<file path="src/rtl/t07_spi_tft.sv">
// SPI serialiser for CPU stores into the TFT MMIO window; ack_TFT stalls the CPU until the frame ends.
// Optional macro T07_TFT_BURST_EN adds 32-bit two-pixel burst data writes selected by addr_in[3].
module t07_spi_tft #(
  parameter int CLK_DIV   = 2,
  parameter int CMD_BITS  = 8,
  parameter int DATA_BITS = 16
) (
  input  logic        clk,
  input  logic        nrst,
  input  logic        wi_in,
  input  logic [31:0] addr_in,
  input  logic [31:0] writeData_in,
  output logic        ack_TFT,
  output logic        tft_sclk,
  output logic        tft_mosi,
  output logic        tft_cs_n,
  output logic        tft_dc,
  output logic [2:0]  o_dbg_state
);

`ifdef T07_TFT_BURST_EN
  localparam int MAX_BITS = 32;
`else
  localparam int MAX_BITS = (CMD_BITS > DATA_BITS) ? CMD_BITS : DATA_BITS;
`endif
  localparam int BIT_W = (MAX_BITS > 1) ? $clog2(MAX_BITS) : 1;
  localparam int DIV_W = (CLK_DIV > 1) ? $clog2(CLK_DIV) : 1;
  localparam logic [DIV_W-1:0] DIV_LAST  = DIV_W'(CLK_DIV - 1);
  localparam logic [BIT_W-1:0] CMD_LAST  = BIT_W'(CMD_BITS - 1);
  localparam logic [BIT_W-1:0] DATA_LAST = BIT_W'(DATA_BITS - 1);

  typedef enum logic [2:0] {
    IDLE  = 3'd0,
    LOAD  = 3'd1,
    SHIFT = 3'd2,
    HOLD  = 3'd3,
    DONE  = 3'd4
  } state_t;

  state_t           r_state;
  logic [30:0]      r_shift;
  logic [BIT_W-1:0] r_last;
  logic [BIT_W-1:0] r_bit;
  logic [DIV_W-1:0] r_div;
  logic             r_phase;
  logic             r_sclk;
  logic             r_mosi;
  logic             r_cs_n;
  logic             r_dc;

  logic             w_sel_dc;
  logic [BIT_W-1:0] w_sel_last;
  logic [31:0]      w_sel_payload;
  logic             w_unused;

  // Payload is left-justified so the MSB always leaves from bit 31.
  always_comb begin
    w_sel_dc      = addr_in[2];
    w_sel_last    = addr_in[2] ? DATA_LAST : CMD_LAST;
    w_sel_payload = addr_in[2] ? (writeData_in << (32 - DATA_BITS))
                               : (writeData_in << (32 - CMD_BITS));
`ifdef T07_TFT_BURST_EN
    if (addr_in[3]) begin
      w_sel_dc      = 1'b1;
      w_sel_last    = BIT_W'(31);
      w_sel_payload = writeData_in;
    end
`endif
  end

  assign w_unused = ^{addr_in[31:3], addr_in[1:0]};

  always_ff @(posedge clk or negedge nrst) begin
    if (!nrst) begin
      r_state <= IDLE;
      r_shift <= '0;
      r_last  <= '0;
      r_bit   <= '0;
      r_div   <= '0;
      r_phase <= 1'b0;
      r_sclk  <= 1'b0;
      r_mosi  <= 1'b0;
      r_cs_n  <= 1'b1;
      r_dc    <= 1'b0;
    end else begin
      case (r_state)
        IDLE: begin
          if (wi_in) begin
            r_shift <= w_sel_payload[30:0];
            r_mosi  <= w_sel_payload[31];
            r_last  <= w_sel_last;
            r_dc    <= w_sel_dc;
            r_cs_n  <= 1'b0;
            r_sclk  <= 1'b0;
            r_bit   <= '0;
            r_div   <= '0;
            r_phase <= 1'b0;
            r_state <= LOAD;
          end
        end
        LOAD: r_state <= SHIFT;
        SHIFT: begin
          if (r_div == DIV_LAST) begin
            r_div <= '0;
            if (!r_phase) begin
              r_sclk  <= 1'b1;
              r_phase <= 1'b1;
            end else begin
              r_sclk  <= 1'b0;
              r_phase <= 1'b0;
              if (r_bit == r_last) begin
                r_state <= HOLD;
              end else begin
                // Falling edge: present the next bit for the following rising sample.
                r_bit   <= r_bit + 1'b1;
                r_mosi  <= r_shift[30];
                r_shift <= {r_shift[29:0], 1'b0};
              end
            end
          end else begin
            r_div <= r_div + 1'b1;
          end
        end
        HOLD: begin
          if (r_div == DIV_LAST) begin
            r_div   <= '0;
            r_cs_n  <= 1'b1;
            r_mosi  <= 1'b0;
            r_state <= DONE;
          end else begin
            r_div <= r_div + 1'b1;
          end
        end
        DONE:    r_state <= IDLE;
        default: r_state <= IDLE;
      endcase
    end
  end

  // Busy rises combinationally on a request so the CPU never sees a false completion.
  assign ack_TFT     = nrst & ((r_state == IDLE) ? wi_in : (r_state != DONE));
  assign tft_sclk    = r_sclk;
  assign tft_mosi    = r_mosi;
  assign tft_cs_n    = r_cs_n;
  assign tft_dc      = r_dc;
  assign o_dbg_state = r_state;

endmodule
</file>
<file path="config.mk">
export PLATFORM = sky130hd
export DESIGN_NAME = t07_spi_tft
export DESIGN_NICKNAME = d
export VERILOG_FILES = /design/src/rtl/t07_spi_tft.sv
export SDC_FILE = /design/constraint.sdc
export NUM_CORES = 1
export LEC_CHECK = 0
export ABC_AREA = 1
export BUFFER_PORTS_ARGS = -buffer_cell sky130_fd_sc_hd__buf_2
export CELL_PAD_IN_SITES_DETAIL_PLACEMENT = 0
export CELL_PAD_IN_SITES_GLOBAL_PLACEMENT = 1
export CORE_UTILIZATION = 30
export CTS_BUF_LIST = sky130_fd_sc_hd__clkbuf_8
export DETAILED_ROUTE_END_ITERATION = 6
export HOLD_SLACK_MARGIN = 0.06
export PLACE_DENSITY = 0.73
export SYNTH_ARGS = -nofsm -noshare
export SYNTH_HDL_FRONTEND = slang
export SYNTH_SLANG_ARGS = --single-unit
</file>
<file path="constraint.sdc">
create_clock -name clk -period 4.11 [get_ports clk]
set_clock_uncertainty 0.15 [all_clocks]
set_input_delay 0.6165 -clock clk [delete_from_list [all_inputs] [get_ports clk]]
set_output_delay 0.6165 -clock clk [all_outputs]
set_load 0.05 [all_outputs]
</file>
; Word-level counts from Yosys, hierarchy flattened
; Index checks and enable logic that the tools add are counted.
[totals]
out_inout_bits = 8
in_bits = 67
regBits = 47
elab_cells = 69
[op_classes]
bitwise_logic = 1
n_addsub = 2
reduce_logical = 13
mux = 33
n_eq_ne = 11
[op_table]
columns = operator, n
row1 = $mux W31, 4
row2 = $pmux W31 S2, 1
row3 = $mux W32, 1
row4 = $mux W4, 5
row5 = $mux W3, 5
row6 = $ne A2 B2 Y1 const B, 6
row7 = $pmux W3 S4, 1
row8 = $mux W1, 11
row9 = $reduce_and A5 Y1, 2
row10 = $pmux W4 S2, 1
row11 = $eq A3 B2 Y1 const B, 2
row12 = $pmux W1 S2, 3
row13 = $reduce_and A3 Y1, 2
row14 = $reduce_and A6 Y1, 1
row15 = $reduce_bool A2 Y1, 3
row16 = $add A4 B1 Y4 const B, 1
row17 = $eq A4 B4 Y1, 1
row18 = $reduce_and A2 Y1, 2
row19 = $eq A3 B1 Y1 const B, 1
row20 = $logic_not A3 Y1, 1
row21 = $ne A3 B3 Y1 const B, 1
row22 = $pmux W1 S3, 1
row23 = $reduce_bool A3 Y1, 1
row24 = $reduce_or A2 Y1, 1
row25 = 2 further kinds, 2

; Logic depth before layout (Yosys ltp)
; Gate-level depths: netlist of run 1.
[depth]
depth_word = 5
mapped_depth = 9

; Worst setup path before layout of run 1
; Ideal clock, no wire load.
[synth_timing]
kind = reg-to-output
start = register r_state[2] (netlist: o_dbg_state[2])
end = output ack_TFT
path_slack_ps = 1919
stages_incl_launch_ff = 6
t_arrival_ps = 1425
path_cell_list = dfrtp_1 -> nor2_8 -> nand3_4 -> nand2_1 -> nand2_1 -> inv_1
[synth_between]
elab_chain_len = 3
word_cells_on_any_way = 4
cone_classes = eq/ne: 1 / mux: 1 / bitwise: 1 / reduce/logical: 1
[synth_rtl]
columns = item, line
row1 = from (decl), 40  ; state_t r_state;
row2 = from (signal assigned), 75  ; r_state <= IDLE;
row3 = from (signal assigned), 98  ; r_state <= LOAD;
row4 = from (signal assigned), 101  ; LOAD: r_state <= SHIFT;
row5 = $ne A3 B3 Y1 or $logic_not A3 Y1 (tied branches), 141  ; assign ack_TFT = nrst & ((r_state == IDLE) ? wi_in : (r_state != DONE));
row6 = $mux W1 (*), 141
row7 = $and A1 B1 Y1 (*), 141
row8 = to (decl), 13  ; output logic ack_TFT,
; Every way passes the cells marked *; elsewhere a longest branch is shown, timed or not.

; Final worst setup path of run 1
[layout_timing]
start = register r_state[2] (netlist: o_dbg_state[2])
end = register r_bit[0]
[layout_between]
elab_chain_len = 3
word_cells_on_any_way = 9
cone_classes = eq/ne: 5 / mux: 1 / reduce/logical: 3
[layout_rtl]
columns = item, line
row1 = $eq A3 B2 Y1 or $logic_not A3 Y1 (tied branches), 86  ; case (r_state)
row2 = $ne A2 B2 Y1 (no source line) or $reduce_bool A2 Y1 (tied branches), -
row3 = $reduce_and A5 Y1 (no source line), -
row4 = to (signal assigned), 115  ; r_bit <= r_bit + 1'b1;
row5 = to (decl), 43  ; logic [BIT_W-1:0] r_bit;
; Several ways; a longest one is shown, not always the timed one.
; A chain may end at the register's enable or synchronous reset.

==> metrics.txt, run 1 <==
post-layout instance count excluding filler cells between 300 and 400; post-synthesis mux area share 0%; status finished, final reports clean; initial drt markers 87; Initial Util between 30% and 40%; Crit Path Category flip-flop to flip-flop; internal power slightly below 0.7 mW; total number of vias approximately 1500; Post-DP HPWL about 2600 µm; row count 27; synth-to-layout area growth 12.01%; Adder-Cell Fraction of Synth Area less than 1%; cts bufs inserted 3; Syn Nets ~300; GPL Wtd Cong between 0.7 and 0.8; number of synthesized flops with an enable pin 0; crit end category flip-flop; min Tclk post-route 2.424 ns; GRT Total Usage a little over an eighth; port bufs 27; GRT overflow 0; Die H ~80 µm; Lkg Pwr 1.064 nW; first-pass GRT wire length between 6000 and 7000 µm; CTS tree yes; Final nets between 300 and 400; number of H-tree levels 1; Resized Gates After CTS 0; DR vias/cell about 4.6; Pre-Repair DR Iteration Count 4; register area share after synthesis between 40% and 50%; drt total wl between 3000 and 4000 µm; data arrival time of the worst path between 2 and 2.5 ns; postcts setup bufs 0; area share of the largest cell type after synthesis between 30% and 40%; root buffer cell clkbuf_8; Slew HR between 50% and 60%; Area contributors post-synth dfrtp_1 39%, nand2_1 24%, nand3_2 6.4%; worst slew pin tran between 0.7 and 0.8 ns; n_diodes 0; core area between 0.005 and 0.006 mm²; Max Fclk roughly 410 MHz; largest net degree at the start of global routing 30; Synth Area per Inst 7.390 µm²; vias in the first global route 1452; largest family of logic cells by synthesized area simple AND/OR/NAND/NOR gates; maximum clock path buffer count 2; Routed Antenna Nets 0; Synth Register Bits 28; Fin. Hold Viols 0; Post-synth ARST share 100.0%; cts hold-fix bufs 0; worst hold-check path type primary input to async pin; Fin Setup TNS 0 ns; worst-path fanout max 21; boundary pin count 75; Worst VDD drop 0.0002769 V; combinational share of power between 50% and 60%; clk slew on worst S/H paths 0.10 ns; fillers 628; clock group share of total power between 10 and 15%; Hold WS approximately 0.18 ns; routed length per placed instance about 12 µm; # setup viols final 0; layout cells sized above 1 between 15 and 20%; Post-synth top flop dfrtp_1; Crit path required time 4.18 ns; Synth Area in Simple Gates between 40% and 50%; Critical Path Source Type flip-flop; Setup WS post-layout 1.686 ns; YS warnings 0; RSZ-0062 raised after global routing no; Max Cap Viol 0; Pins Over Slew Limit 0; Switching Fraction about half; Syn Inst Count around 230; pwr/cell area between 700 and 800 mW/mm²; cell taking the most area after synthesis dfrtp_1; post-synthesis xor/xnor area fraction 0.5065%; synth unique cells 26; Psw just over 0.7 mW; Reg power frac between 30% and 40%; compound-gate portion of the synthesized area 6.006%; synthesized area roughly 0.0017 mm²; period utilization 58.99%; antenna violations before repair 0; DRC violations left 0; placed cell count 325; die area 0.006072 mm²; worst skew pair latency about 0.27 ns; DP Worst Slack around 1.7 ns; Die X 77.92 µm; CTS sink count 28
## state kept, by name, indices dropped and copies added, names as in the netlist
signal       count
tft_cs_n         1
tft_sclk         1
r_div            1
tft_mosi         1
o_dbg_state      3
r_last           2
r_shift         15
r_bit            4
## final timing paths
check                                                 from                       to  slack (ns)  cells past startpoint
worst min register to register     r_shift[27]$_DFFE_PN0P_  r_shift[27]$_DFFE_PN0P_        0.33                      2
worst max register to register  o_dbg_state[2]$_DFFE_PN0P_     r_bit[0]$_DFFE_PN0P_        1.69                      7
worst min-delay path                                  nrst  r_shift[19]$_DFFE_PN0P_        0.18                      2
worst max-delay path            o_dbg_state[2]$_DFFE_PN0P_     r_bit[0]$_DFFE_PN0P_        1.69                      7
min in group clk                   r_shift[27]$_DFFE_PN0P_  r_shift[27]$_DFFE_PN0P_        0.33                      2
max in group asynchronous                             nrst     tft_cs_n$_DFFE_PN1P_        3.31                      2
## critical path: stages (launching register included)
cell and delay, ns:
dfrtp_1 0.49, nor2_8 0.21, nand2_4 0.16, inv_4 0.23
nand3_2 0.52, nand2_4 0.44, nand2_1 0.09, nand2_1 0.07
## layout by cell type, fill, tap and decap left out, types with 2 or more instances in the layout
master	count
nand2_1	110
buf_2	27
dfrtp_1	27
inv_1	19
o21ai_0	15
nand3_1	13
nor2_1	11
nand3_2	11
clkbuf_8	4
nand4_1	3
nand3b_1	3
nand2_4	2
## synth_stat cells (2+ instances only)
master and n:
buf_2 4, buf_6 2, dfrtp_1 27, inv_1 19
nand2_1 110, nand2_4 2, nand3_1 13, nand3_2 11
nand3b_1 3, nand4_1 3, nor2_1 11, o21ai_0 15
## cells by family after synthesis
kind of cell             Yosys count
AND/OR/NAND/NOR                  157
buffers and inverters             29
flip-flops                        28
AO/OA/AOI/OAI                     18
XOR/XNOR                           1
adder cells (fa/ha/maj)            1
## metal layers
layer  GRT usage (%)  vias up  part of all wire [%]
li1                -      788                     -
met1           18.60      713                    51
met2           23.10        8                    47
met3           1.882        2                   1.6
met4           3.333        0                  0.60
met5               0        -                     0
## metrics by stage
stage | utilization (%) | power (mW) | area [µm²]
6_report | 34.96 | 1.395 | 1937
4_1_cts | 34.96 | 1.414 | 1937
5_1_grt | 34.96 | 1.529 | 1937
3_5_place_dp | 33.97 | 1.235 | 1882
3_3_place_gp | 33.97 | 1.228 | 1882
2_1_floorplan | - | 1.115 | 1729
## layout make-up
cell class                      count  area (µm²)  area share [%]
Multi-Input combinational cell    177       869.6           44.90
Timing Repair Buffer               28       142.6           7.364
Sequential cell                    28       701.9           36.24
Tap cell                           72       90.09           4.651
Inverter                           20       77.57           4.005
Clock buffer                        4       55.05           2.842
## power by group through the flow
stage          Combinational [mW]  Clock (mW)  Sequential, mW
5_1_grt                     0.833       0.190           0.505
2_1_floorplan               0.531           0           0.583
3_5_place_dp                0.743           0           0.492
6_report                    0.732       0.176           0.486
3_3_place_gp                0.737           0           0.491
4_1_cts                     0.745       0.181           0.487
(Power assumes the default switching activity.)
==> run 2, diff against run 1 <==
--- a/config.mk
+++ b/config.mk
@@ -5,7 +5,7 @@
 export SDC_FILE = /design/constraint.sdc
 export NUM_CORES = 1
 export LEC_CHECK = 0
-export ABC_AREA = 1
+export ABC_AREA = 0
 export BUFFER_PORTS_ARGS = -buffer_cell sky130_fd_sc_hd__buf_2
 export CELL_PAD_IN_SITES_DETAIL_PLACEMENT = 0
 export CELL_PAD_IN_SITES_GLOBAL_PLACEMENT = 1
@@ -13,7 +13,7 @@
 export CTS_BUF_LIST = sky130_fd_sc_hd__clkbuf_8
 export DETAILED_ROUTE_END_ITERATION = 6
 export HOLD_SLACK_MARGIN = 0.06
-export PLACE_DENSITY = 0.73
+export PLACE_DENSITY = 0.72
 export SYNTH_ARGS = -nofsm -noshare
 export SYNTH_HDL_FRONTEND = slang
 export SYNTH_SLANG_ARGS = --single-unit
==> constraint.sdc (replaced) <==
create_clock -name clk -period 2.5 [get_ports clk]
set_clock_uncertainty 0.15 [all_clocks]
set_input_delay 0.375 -clock clk [delete_from_list [all_inputs] [get_ports clk]]
set_output_delay 0.375 -clock clk [all_outputs]
set_load 0.05 [all_outputs]
==> run 2 against run 1 <==
Fmax rose by 17%. Synthesized area fell by 12%. Sequential cell count did not move. Clock power rose by 59%. Critical path depth shrank 3. Critical endpoint is now r_shift[18]$_DFFE_PN0P_.
==> metrics.txt, run 2 <==
initial drt markers 99 (+14%); Fin. Hold Viols 0 (unchanged); Crit path required time 2.57 ns (-1.61 ns); n_diodes 0 (unchanged); number of H-tree levels 1 (unchanged); total number of vias 1271 (-16%); synthesized area 0.001528 mm² (-12%); Slew HR 64.61% (+14 points); port bufs 27 (unchanged); synth unique cells 41 (+58%); routed length per placed instance 14.55 µm (+25%); Initial Util 31.71% (+0.50 points); crit-path max cell delay 0.62 ns (+0.10 ns); post-layout instance count excluding filler cells 246 (-25%); Lkg Pwr 0.8498 nW (-20%); cell taking the most area after synthesis dfrtp_1; CTS sink count 28 (unchanged); worst hold-check path type primary input to flip-flop; Die H 73.36 µm (-5.9%); DP Area 0.001739 mm² (-7.6%); fillers 511 (-19%); Setup WS post-layout 0.4319 ns (-1.254 ns); Synth Register Bits 28 (unchanged); row count 25 (-7.4%); GRT Total Usage 14.82% (+1.1 points); status finished, final reports clean; root buffer cell clkbuf_8; die area 0.005382 mm² (-11%); placed cell count 241 (-26%); DRC violations left 0 (unchanged); area share of the largest cell type after synthesis 44.23% (+5.2 points); Crit Path Category flip-flop to flip-flop; RSZ-0062 raised after global routing no; Pre-Repair DR Iteration Count 4 (unchanged); core area 0.004817 mm² (-13%); data arrival time of the worst path 2.13 ns (-0.36 ns); worst slew pin tran 0.5309 ns (-0.2040 ns); pwr/cell area 1241 mW/mm² (+72%); Syn Inst Count 151 (-35%); crit end category flip-flop; number of synthesized flops with an enable pin 0 (unchanged); YS warnings 0 (unchanged); Die X 73.36 µm (-5.9%); Post-DP HPWL 2579 µm (-2.1%); period utilization 82.72% (+24 points); Post-synth ARST share 100.0% (unchanged); largest net degree at the start of global routing 29 (-3.3%); Critical Path Source Type flip-flop; drt total wl 3580 µm (-6.4%); Routed Antenna Nets 0 (unchanged); synth-to-layout area growth 18.10%; # setup viols final 0 (unchanged); critical path's top delay family simple AND/OR/NAND/NOR gates; Post-synth top flop dfrtp_1; Final nets 248 (-24%); worst skew pair latency 0.27 ns (about the same); post-route cell area 0.001804 mm² (-6.8%); largest register by flop count r_shift; Synth Area per Inst 10.12 µm² (+37%); GPL Wtd Cong 0.7432 (+2.8%); max FFs per register 15 (unchanged); postcts setup bufs 0 (unchanged); cells along the critical path or3b_1 > nor2_2 > and3_1 > a221o_1; CTS tree yes; DR vias/cell 5.167 (+12%); Max Fclk 483.5 MHz (+17%); Pins Over Slew Limit 0 (unchanged); worst-path fanout max 14 (-33%); register area share after synthesis 45.95% (+5.4 points); Area contributors post-synth dfrtp_1 44%, mux2i_1 5.2%, a221o_1 4.6%; count leader, synth dfrtp_1; Fin Setup TNS 0 ns (unchanged); Syn Nets 219 (-27%); first-pass GRT wire length 6127 µm (-8.4%); vias in the first global route 1300 (-10%); layout cells sized above 1 25.14% (+5.3 points); list of most frequent post-synthesis cells 27 x dfrtp_1, 10 x and3_1, 10 x nor2_1; Worst VDD drop 0.0006106 V (+120%); CP bufs+invs 0 (-1); min Tclk post-route 2.068 ns (-0.3562 ns); Slowest-stage cell, CP or3b_1; antenna violations before repair 0 (unchanged); DP Worst Slack 0.4538 ns (-1.211 ns); commonest cells after routing, fill and taps aside 27 x buf_2, 27 x dfrtp_1, 10 x and3_1, 10 x nor2_1; Tot Pwr 2.238 mW (+61%); maximum clock path buffer count 2 (unchanged); GRT overflow 0 (unchanged); cts bufs inserted 3 (unchanged); Max Cap Viol 0 (unchanged); clk slew on worst S/H paths 0.09 ns (about the same); boundary pin count 75 (unchanged)
==> run 2: layout make-up <==
class,instances,area [µm²],area share (%)
timing repair buffer,36,205.2,11.37
tap,67,83.83,4.646
sequential,28,701.9,38.90
clock buffer,4,55.05,3.051
inverter,7,26.28,1.456
multi-input combinational,104,732.0,40.57
==> run 2: final timing paths <==
path / slack [ns] / depth (start not counted) / startpoint / endpoint
max reg2reg: 0.43 / 4 / o_dbg_state[1]$_DFFE_PN0P_ / r_shift[18]$_DFFE_PN0P_
min in group asynchronous: 0.57 / 3 / nrst / r_shift[19]$_DFFE_PN0P_
max in group asynchronous: 1.31 / 3 / nrst / tft_cs_n$_DFFE_PN1P_
min reg2reg: 0.34 / 1 / tft_mosi$_DFFE_PN0P_ / tft_mosi$_DFFE_PN0P_
max: 0.43 / 4 / o_dbg_state[1]$_DFFE_PN0P_ / r_shift[18]$_DFFE_PN0P_
min: 0.19 / 2 / writeData_in[0] / r_shift[16]$_DFFE_PN0P_
==> run 2: cell families (layout without fill, tap and decap cells) <==
kind of cell | Yosys count | after routing | share of synthesized area, %
AO/OA/AOI/OAI | 52 | 52 | 26.78
XOR/XNOR | 1 | 1 | 0.5734
adder cells (fa/ha/maj) | 1 | 1 | 0.8189
buffers and inverters | 19 | 47 | 6.143
flip-flops | 28 | 28 | 45.95
multiplexers | 8 | 8 | 5.242
AND/OR/NAND/NOR | 42 | 42 | 14.50
==> run 2: worst register-to-register path: cells and delay by family, from the launching register on <==
family / cells / cell delay, ns
DFF: 1 / 0.49
and+or+nand+nor: 3 / 1.27
AOI/OAI and AO/OA: 1 / 0.11
==> run 2: timing repair <==
action	CTS	global route
endpoints found under the hold margin	27	0
hold buffers	1	0
gates resized for setup	0	0
==> run 2: metrics by stage <==
stage / hold slack, ns / util, %
2_1_floorplan: -0.07059 / -
3_3_place_gp: 0.3087 / 36.10
3_5_place_dp: 0.3101 / 36.10
4_1_cts: 0.1794 / 37.45
5_1_grt: 0.1884 / 37.45
6_report: 0.1866 / 37.45
==> run 2: layer usage <==
layer  GRT usage [%]  vias to the layer above  share of wire (%)  routed length (µm)
met5               0                        -                  0                   0
met4           4.915                        0               0.87                  31
met3           2.195                        4                3.2                 113
met2           24.28                       24                 47                1682
met1           20.10                      624                 49                1751
li1                -                      619                  -                   -
==> run 2: power breakdown <==
group | internal, mW | switching, mW
Clock | 0.141 | 0.139
Sequential | 0.661 | 0.153
Combinational | 0.474 | 0.671
Total | 1.28 | 0.962
==> run 3, diff against run 2 <==
--- a/config.mk
+++ b/config.mk
@@ -5,7 +5,7 @@
 export SDC_FILE = /design/constraint.sdc
 export NUM_CORES = 1
 export LEC_CHECK = 0
-export ABC_AREA = 0
+export ABC_AREA = 1
 export BUFFER_PORTS_ARGS = -buffer_cell sky130_fd_sc_hd__buf_2
 export CELL_PAD_IN_SITES_DETAIL_PLACEMENT = 0
 export CELL_PAD_IN_SITES_GLOBAL_PLACEMENT = 1
@@ -13,7 +13,7 @@
 export CTS_BUF_LIST = sky130_fd_sc_hd__clkbuf_8
 export DETAILED_ROUTE_END_ITERATION = 6
 export HOLD_SLACK_MARGIN = 0.06
-export PLACE_DENSITY = 0.72
+export PLACE_DENSITY = 0.73
 export SYNTH_ARGS = -nofsm -noshare
 export SYNTH_HDL_FRONTEND = slang
 export SYNTH_SLANG_ARGS = --single-unit
==> constraint.sdc (replaced) <==
create_clock -name clk -period 2 [get_ports clk]
set_clock_uncertainty 0.15 [all_clocks]
set_input_delay 0.3 -clock clk [delete_from_list [all_inputs] [get_ports clk]]
set_output_delay 0.3 -clock clk [all_outputs]
set_load 0.05 [all_outputs]
==> run 3 against run 2 <==
Design area up 11%. Sequential power up 23%. Wire length up 12%. Final cell count up 37%. Clock power up 29%. Core utilization down 1.3 points. Non-clock buffer count unchanged. Clock-buffer cell count unchanged. Setup slack worse by 0.32 ns. Die area up 13%. Register-to-register slack worse by 0.18 ns. Via count up 20%. Critical path type is now flip-flop to primary output. Critical endpoint is now ack_TFT. Highest routed layer unchanged.
==> metrics.txt, run 3 (synthesis gave the netlist of run 1 again) <==
status finished, final reports clean; cts bufs inserted 3 (unchanged); crit end category primary output; Fin. Hold Viols 0 (unchanged); initial drt markers 81 (-18%); Post-DP HPWL 2903 µm (+13%); n_diodes 0 (unchanged); Critical Path Source Type flip-flop; root buffer cell clkbuf_8; Crit path required time 1.55 ns (-1.02 ns); Die X 77.92 µm (+6.2%); # setup viols final 0 (unchanged); data arrival time of the worst path 1.43 ns (-0.70 ns); Lkg Pwr 1.098 nW (+29%); Max Fclk between 500 and 600 MHz; Slew HR 74.26% (+9.6 points); Max Cap Viol 0 (unchanged); maximum clock path buffer count 2 (unchanged); pwr/cell area 1473 mW/mm² (+19%); Pre-Repair DR Iteration Count 4 (unchanged); routed length per placed instance 11.89 µm (-18%); Crit Path Category flip-flop to primary output; most common cell after layout, fill and taps aside nand2_1; min Tclk post-route ~1.9 ns; clock group share of total power 12.2% (-0.3 points); Final nets 334 (+35%); max FFs per register 15 (unchanged); clk slew on worst S/H paths 0.10 ns (about the same); CTS tree yes; Die H 77.92 µm (+6.2%); antenna violations before repair 0 (unchanged); Worst VDD drop 0.0005358 V (-12%); RSZ-0062 raised after global routing no; layout cells sized above 1 23.02% (-2.1 points); DR vias/cell 4.507 (-13%); largest net degree at the start of global routing 29 (unchanged); boundary pin count 75 (unchanged); GRT Total Usage 14.50% (-0.32 points); synth-to-layout area growth 15.99%; commonest cells after routing, fill and taps aside 110 x nand2_1, 26 x buf_2, 24 x dfrtp_1, 19 x inv_1, 15 x o21ai_0; GPL Wtd Cong 0.7280 (-2.0%); Routed Antenna Nets 0 (unchanged); core area 0.005540 mm² (+15%); worst hold-check path type primary input to flip-flop; period utilization a little over nine tenths; die area 0.006072 mm² (+13%); Initial Util 31.21% (-0.50 points); Reg power frac 33.9% (-2.4 points); total number of vias 1519 (+20%); internal power 1.486 mW (+16%); drt total wl 4007 µm (+12%); Fin Setup TNS 0 ns (unchanged); largest register by flop count r_shift; vias in the first global route 1479 (+14%); number of H-tree levels 1 (unchanged); GRT overflow 0 (unchanged); first-pass GRT wire length 6989 µm (+14%); worst slew pin tran 0.3861 ns (-0.1447 ns); reg2reg start o_dbg_state[2]$_DFFE_PN0P_; CTS sink count 28 (unchanged); Pins Over Slew Limit 0 (unchanged); Hold Crit Start writeData_in[0]; Psw 1.469 mW (+53%); Tot Pwr 2.955 mW (+32%); combinational share of power 53.9% (+2.7 points); worst skew pair latency 0.28 ns (about the same); Switching Fraction 49.71% (+6.7 points); DRC violations left 0 (unchanged); worst-path fanout max 8 (-6); port bufs 27 (unchanged); row count 27 (+8.0%); Worst setup startpoint o_dbg_state[2]$_DFFE_PN0P_
## run 3: path summary, 6_finish.rpt
path | endpoint | slack [ns] | depth (start not counted)
worst min register to register | tft_cs_n$_DFFE_PN1P_ | 0.32 | 2
worst min-delay path | r_shift[16]$_DFFE_PN0P_ | 0.13 | 3
min in group asynchronous | r_shift[20]$_DFFE_PN0P_ | 0.48 | 3
worst max register to register | r_shift[28]$_DFFE_PN0P_ | 0.25 | 7
max in group asynchronous | tft_cs_n$_DFFE_PN1P_ | 0.90 | 3
worst max-delay path | ack_TFT | 0.12 | 6
## run 3: worst max-delay path, cell delays in order, from the launching register on
cell and delay (ns):
dfrtp_2 0.46, nor2_8 0.18, nand3_4 0.15, nand2_1 0.09
nand2_1 0.05, inv_1 0.04, buf_4 0.18
## run 3: metrics by stage
| step | hold WS, ns | cell area [µm²] | instances | setup WS [ns] | utilization (%) |
|---|---|---|---|---|---|
| 2_1_floorplan | -0.1456 | 1729 | 234 | 0.1251 | - |
| 3_3_place_gp | 0.2765 | 1927 | 331 | 0.2173 | 34.78 |
| 5_1_grt | 0.1568 | 2006 | 337 | 0.02790 | 36.20 |
| 4_1_cts | 0.1313 | 1994 | 336 | 0.03645 | 36.00 |
| 3_5_place_dp | 0.2739 | 1927 | 331 | 0.2011 | 34.78 |
| 6_report | 0.1314 | 2006 | 337 | 0.1156 | 36.20 |
## run 3: timing repair
item	CTS	global route
setup endpoints to repair	1	1
hold buffers	1	0
setup buffers	0	1
hold endpoints to repair	27	0
gates resized for setup	1	3
## run 3: cell type report
class | count | area (µm²)
clock buffer | 4 | 55.05
tap | 72 | 90.09
sequential | 28 | 705.7
inverter | 20 | 77.57
multi-input combinational | 177 | 869.6
timing repair buffer | 36 | 207.7
fill | 628 | 3535
## run 3: power by group through the flow
| stage | Clock (mW) | Sequential (mW) | Combinational (mW) |
|---|---|---|---|
| 2_1_floorplan | 0 | 1.20 | 1.09 |
| 3_3_place_gp | 0 | 1.01 | 1.58 |
| 3_5_place_dp | 0 | 1.01 | 1.60 |
| 4_1_cts | 0.374 | 1.00 | 1.61 |
| 5_1_grt | 0.396 | 1.04 | 1.80 |
| 6_report | 0.360 | 1.00 | 1.59 |
## run 3: per-layer routing
layer	vias to the layer above	wire (µm)	GRT usage (%)
met5	-	0	0
met4	0	78	5.185
met1	696	1995	19.43
met3	4	87	2.118
met2	20	1846	23.72
li1	799	-	-
